## src/rtl/mem_port_arbiter8_pkg.sv

```systemverilog
// rtl/mem_port_arbiter8_pkg.sv - shared types and helpers for the memory port arbiter
package arb_types;

   typedef enum logic [1:0] {IDLE, BUSY, RELEASE} arb_state_t;

   localparam int ARB_MAX_REQ = 8;
   localparam int ARB_SEL_W   = 3;

   function automatic logic [ARB_MAX_REQ-1:0] onehot8(input logic [ARB_SEL_W-1:0] idx);
      logic [ARB_MAX_REQ-1:0] v;
      v      = '0;
      v[idx] = 1'b1;
      return v;
   endfunction

endpackage

```

## src/rtl/rr_pick8.sv

```systemverilog
// rtl/rr_pick8.sv - combinational round-robin picker: first requester at or after ptr, cyclic
module rr_pick8
   import arb_types::*;
(
   input  logic [7:0] req,
   input  logic [2:0] ptr,
   output logic       valid,
   output logic [2:0] idx
);

   logic [2:0] cand;

   // Scan farthest-to-nearest so the nearest hit to ptr overwrites the rest.
   always_comb begin
      valid = 1'b0;
      idx   = ptr;
      cand  = '0;
      for (int i = ARB_MAX_REQ - 1; i >= 0; i--) begin
         cand = ptr + 3'(i);
         if (req[cand]) begin
            valid = 1'b1;
            idx   = cand;
         end
      end
   end

endmodule

```

## src/rtl/mem_port_arbiter8.sv

```systemverilog
// rtl/mem_port_arbiter8.sv - round-robin owner of the shared memory port (IDLE/BUSY/RELEASE)
// Define FIXED_PRIO0_EN to give requester 0 absolute priority over the round-robin.
module mem_port_arbiter8
   import arb_types::*;
#(
   parameter int NUM_REQ = 8
)
(
   input  logic       clk,
   input  logic       rst,
   input  logic [7:0] req_read,
   input  logic [7:0] req_write,
   input  logic       mem_resp,
   output logic       mem_read,
   output logic       mem_write,
   output logic [2:0] sel,
   output logic [7:0] grant,
   output logic [7:0] resp,
   output logic       busy
);

   localparam logic [8:0] MASK9    = 9'((1 << NUM_REQ) - 1);
   localparam logic [7:0] REQ_MASK = MASK9[7:0];

   arb_state_t state, state_nxt;
   logic [2:0] ptr, ptr_nxt, sel_nxt;
   logic [7:0] grant_nxt;
   logic       rd_nxt, wr_nxt;

   logic [7:0] rd_v, wr_v, req, rr_req;
   logic       pick_valid, win_valid, ptr_upd;
   logic [2:0] pick_idx, win_idx;

   assign rd_v = req_read & REQ_MASK;
   assign wr_v = req_write & REQ_MASK;
   assign req  = rd_v | wr_v;

`ifdef FIXED_PRIO0_EN
   assign rr_req = {req[7:1], 1'b0};
`else
   assign rr_req = req;
`endif

   rr_pick8 u_pick (
      .req   (rr_req),
      .ptr   (ptr),
      .valid (pick_valid),
      .idx   (pick_idx)
   );

   // A priority grant to requester 0 must not disturb the rotation of the others.
   always_comb begin
      win_valid = pick_valid;
      win_idx   = pick_idx;
      ptr_upd   = 1'b1;
`ifdef FIXED_PRIO0_EN
      if (req[0]) begin
         win_valid = 1'b1;
         win_idx   = 3'd0;
         ptr_upd   = 1'b0;
      end
`endif
   end

   always_ff @(posedge clk or posedge rst) begin
      if (rst) begin
         state     <= IDLE;
         ptr       <= '0;
         sel       <= '0;
         grant     <= '0;
         mem_read  <= 1'b0;
         mem_write <= 1'b0;
      end else begin
         state     <= state_nxt;
         ptr       <= ptr_nxt;
         sel       <= sel_nxt;
         grant     <= grant_nxt;
         mem_read  <= rd_nxt;
         mem_write <= wr_nxt;
      end
   end

   always_comb begin
      state_nxt = state;
      case (state)
         IDLE:    if (win_valid) state_nxt = BUSY;
         BUSY:    if (mem_resp)  state_nxt = RELEASE;
         RELEASE: state_nxt = IDLE;
         default: state_nxt = IDLE;
      endcase
   end

   always_comb begin
      sel_nxt   = sel;
      grant_nxt = grant;
      rd_nxt    = mem_read;
      wr_nxt    = mem_write;
      ptr_nxt   = ptr;
      if (state == IDLE && win_valid) begin
         grant_nxt = onehot8(win_idx);
         sel_nxt   = win_idx;
         wr_nxt    = wr_v[win_idx];
         rd_nxt    = rd_v[win_idx] & ~wr_v[win_idx];
         if (ptr_upd)
            ptr_nxt = (win_idx == 3'(NUM_REQ - 1)) ? 3'd0 : win_idx + 3'd1;
      end else if (state == BUSY && mem_resp) begin
         grant_nxt = '0;
         rd_nxt    = 1'b0;
         wr_nxt    = 1'b0;
      end
      busy = (state == BUSY);
      resp = grant & REQ_MASK & {8{mem_resp && state == BUSY}};
   end

endmodule
```

## config.mk

```make
export PLATFORM = sky130hd
export DESIGN_NAME = mem_port_arbiter8
export DESIGN_NICKNAME = d
export VERILOG_FILES = /design/src/rtl/mem_port_arbiter8_pkg.sv /design/src/rtl/rr_pick8.sv /design/src/rtl/mem_port_arbiter8.sv
export SDC_FILE = /design/constraint.sdc
export NUM_CORES = 1
export LEC_CHECK = 0
export CORE_ASPECT_RATIO = 1.5
export CORE_MARGIN = 2
export CORE_UTILIZATION = 53
export CTS_CLUSTER_SIZE = 8
export DETAILED_ROUTE_END_ITERATION = 16
export HOLD_SLACK_MARGIN = 0.06
export PLACE_DENSITY_LB_ADDON = 0.12
export SYNTH_ARGS = -nofsm -noshare
export SYNTH_HDL_FRONTEND = slang
export SYNTH_SLANG_ARGS = --single-unit
```

## constraint.sdc

```tcl
create_clock -name clk -period 4.4 [get_ports clk]
set_input_delay 0.66 -clock clk [delete_from_list [all_inputs] [get_ports clk]]
set_output_delay 0.66 -clock clk [all_outputs]
set_load 0.005 [all_outputs]
```

==> results.yml <==
worst_hold_path:
  holdCritPathClass: "reg -> reg"
floorplan:
  core-area_sq_um: 3924
  die_y_um: 82.18
  die_x_um: 56.12
  rows: 28
  dieArea_sq_um: 4612
  start_util_pct: 55.04
  ioPinCount: 41
timing:
  maxSlewHeadroom_pct: 56.54
  fin_crit_ns: 3.831
  finClkSkew_ns: 0.0008486
  worst_pin_slew_ns: 0.6511
  final_hold_viol_count: 0
  period_share_pct: 87.07
  drv_slew: 0
  setup_viol: 0
  whs_ns: 0.4793
  fin_ws_ns: 0.5690
  max_freq_mhz: 261.0
  finalSetupTns_ns: 0
  rsz0062_at_grt: "false"
finish:
  area_delta_synth_final_pct: 22.42
  drive_gt1_share_pct: 20.00
  fin_cells: 330
  diodes: 0
  fin_nets: 308
cts:
  cts-root-buf: "clkbuf_8"
  cts_resized: 0
  clock_latency_ns: 0.25
  htreeDepth: 1
  post-cts-setup-buffers: 0
  cts_buffers: 3
  cts_tree: "yes"
  cts.clk_slew.worst_paths_ns: 0.06
  clock-sinks: 18
  cts_hold_buf: 0
  cts.path.max_buffers: 2
outcome:
  status: "finished clean"
setup_path:
  crit_fanout: 8
  cp-end-kind: "flop"
  cp.required_ns: 4.54
  crit_type: "in -> reg"
  startpoint_type: "primary input"
  arrival_ns: 3.97
route:
  firstDrtPassIters: 5
  detail-route-antenna-nets: 0
  wl_um: 6603
  num_vias: 2203
  drc_errors: 0
  drt_iter0_drc: 112
  wire_per_inst_um: 20.01
  vias_per_cell: 6.676
global_routing:
  grt-ovfl-total: 0
  grt_pass1_vias: 2157
  grt_pass1_wl_um: 10590
  grt_max_degree: 25
  antenna_found_initial: 0
  grtUsageTotal_pct: 29.90
synth:
  synth-seq-cells: 18
  ys_seq_area_share_pct: 20.86
  netlist_instances: 242
  ys_warn_count: 0
  synth_area_per_cell_sq_um: 8.924
  ys.flop_type: "dfrtp_1"
  synth_cell_types: 68
  syn_area_sq_um: 2160
  syn_nets: 264
  synthArstFlopShare_pct: 100.0
  synth_edf_count: 0
power_and_ir_drop:
  ir_worst_vdd_mv: 0.5875
  power_density_nw_per_um2: 857.2
  power_leakage_nw: 1.109
placed_design:
  gp_congestion: 1.072
  port_buffers: 40
  placed_cells: 326
  pre_cts_ws_ns: 0.3562
  dpl.hpwl_um: 5302
job:
  cap_violations: 0
-- critical path, cell delays in order --
cell             delay (ns)
clkdlybuf4s50_1        0.48
nor2_1                 0.33
a21oi_2                0.15
mux4_2                 0.53
and2_0                 0.18
o21a_2                 0.22
o31ai_4                0.40
buf_4                  0.22
mux2_4                 0.30
a22oi_2                0.12
o221ai_1               0.15
a22o_1                 0.23
-- final timing paths --
kind,start,end,slack (ns),cells after the start
max in group asynchronous,rst,grant[4],3.19,2
setup / recovery,req_write[2],mem_read,0.57,12
min in group asynchronous,rst,sel[2],0.79,2
hold reg to reg,sel[0],sel[0],0.48,2
hold / removal,sel[0],sel[0],0.48,2
setup reg to reg,ptr[1],mem_read,0.58,15
-- through the flow --
stage          total power, mW  utilization [%]  area [sq um]
2_1_floorplan            1.677                -          2160
3_3_place_gp             2.077            65.98          2589
3_5_place_dp             2.096            65.98          2589
4_1_cts                  2.229            67.38          2644
5_1_grt                  2.425            67.38          2644
6_report                 2.266            67.38          2644
-- registers in the layout, indices dropped and copies added, names as in the netlist --
signal and count:
state 2, sel 3, mem_read 1, ptr 3, grant 8, mem_write 1
-- synthesized netlist by cell type (4+ instances only) --
library cell	instances	share of area (%)
a21oi_1	11	2.5
nor2_1	27	4.7
clkbuf_8	4	2.5
dfrtp_1	18	21
clkbuf_1	5	0.87
a211oi_1	8	2.8
a2111oi_0	4	1.6
nor3_2	6	2.8
and3_1	8	2.3
a22o_1	4	1.6
nand2_1	20	3.5
o21ai_0	10	2.3
mux4_2	7	7.3
inv_1	11	1.9
mux2i_1	6	2.8
a21oi_2	4	1.6
nor3_1	4	0.93
a21o_1	6	2.1
nand3_1	4	0.93
-- routing by layer --
| layer | part of all wire (%) | up-vias | GRT usage, % |
|---|---|---|---|
| met1 | 34 | 1012 | 30.07 |
| li1 | - | 1021 | - |
| met3 | 7.3 | 35 | 4.050 |
| met5 | 0 | - | 0 |
| met4 | 6.5 | 0 | 20.00 |
| met2 | 52 | 135 | 57.06 |
-- cell families after synthesis --
family	Yosys count	share of synthesized area, %
multiplexers	18	14.25
AND/OR/NAND/NOR	85	20.40
XOR/XNOR	6	3.651
flip-flops	18	20.86
adder cells (fa/ha/maj)	3	1.738
AO/OA/AOI/OAI	85	30.88
buffers and inverters	27	8.227
-- final cells by class --
type | instances | area [sq um]
clock buffer | 4 | 55.05
tap | 45 | 56.30
timing repair buffer | 54 | 505.5
multi-input combinational | 197 | 1531
fill | 359 | 1280
inverter | 12 | 45.04
sequential | 18 | 450.4
-- power by group --
part           internal [mW]  switching (mW)
Clock                 0.0795          0.0529
Sequential             0.230          0.0454
Combinational          0.798            1.06
Total                   1.11            1.16
-- placed cells by master (no fill, tap or decap), types with 4 or more instances in the layout --
master,n
a2111oi_0,4
a211oi_1,8
a21o_1,6
a21oi_1,11
a21oi_2,4
a22o_1,4
and3_1,8
buf_4,14
clkbuf_8,4
clkdlybuf4s50_1,40
dfrtp_1,18
inv_1,11
mux2i_1,6
mux4_2,7
nand2_1,20
nand3_1,4
nor2_1,27
nor3_1,4
nor3_2,6
o21ai_0,10
(Power assumes the default switching activity.)
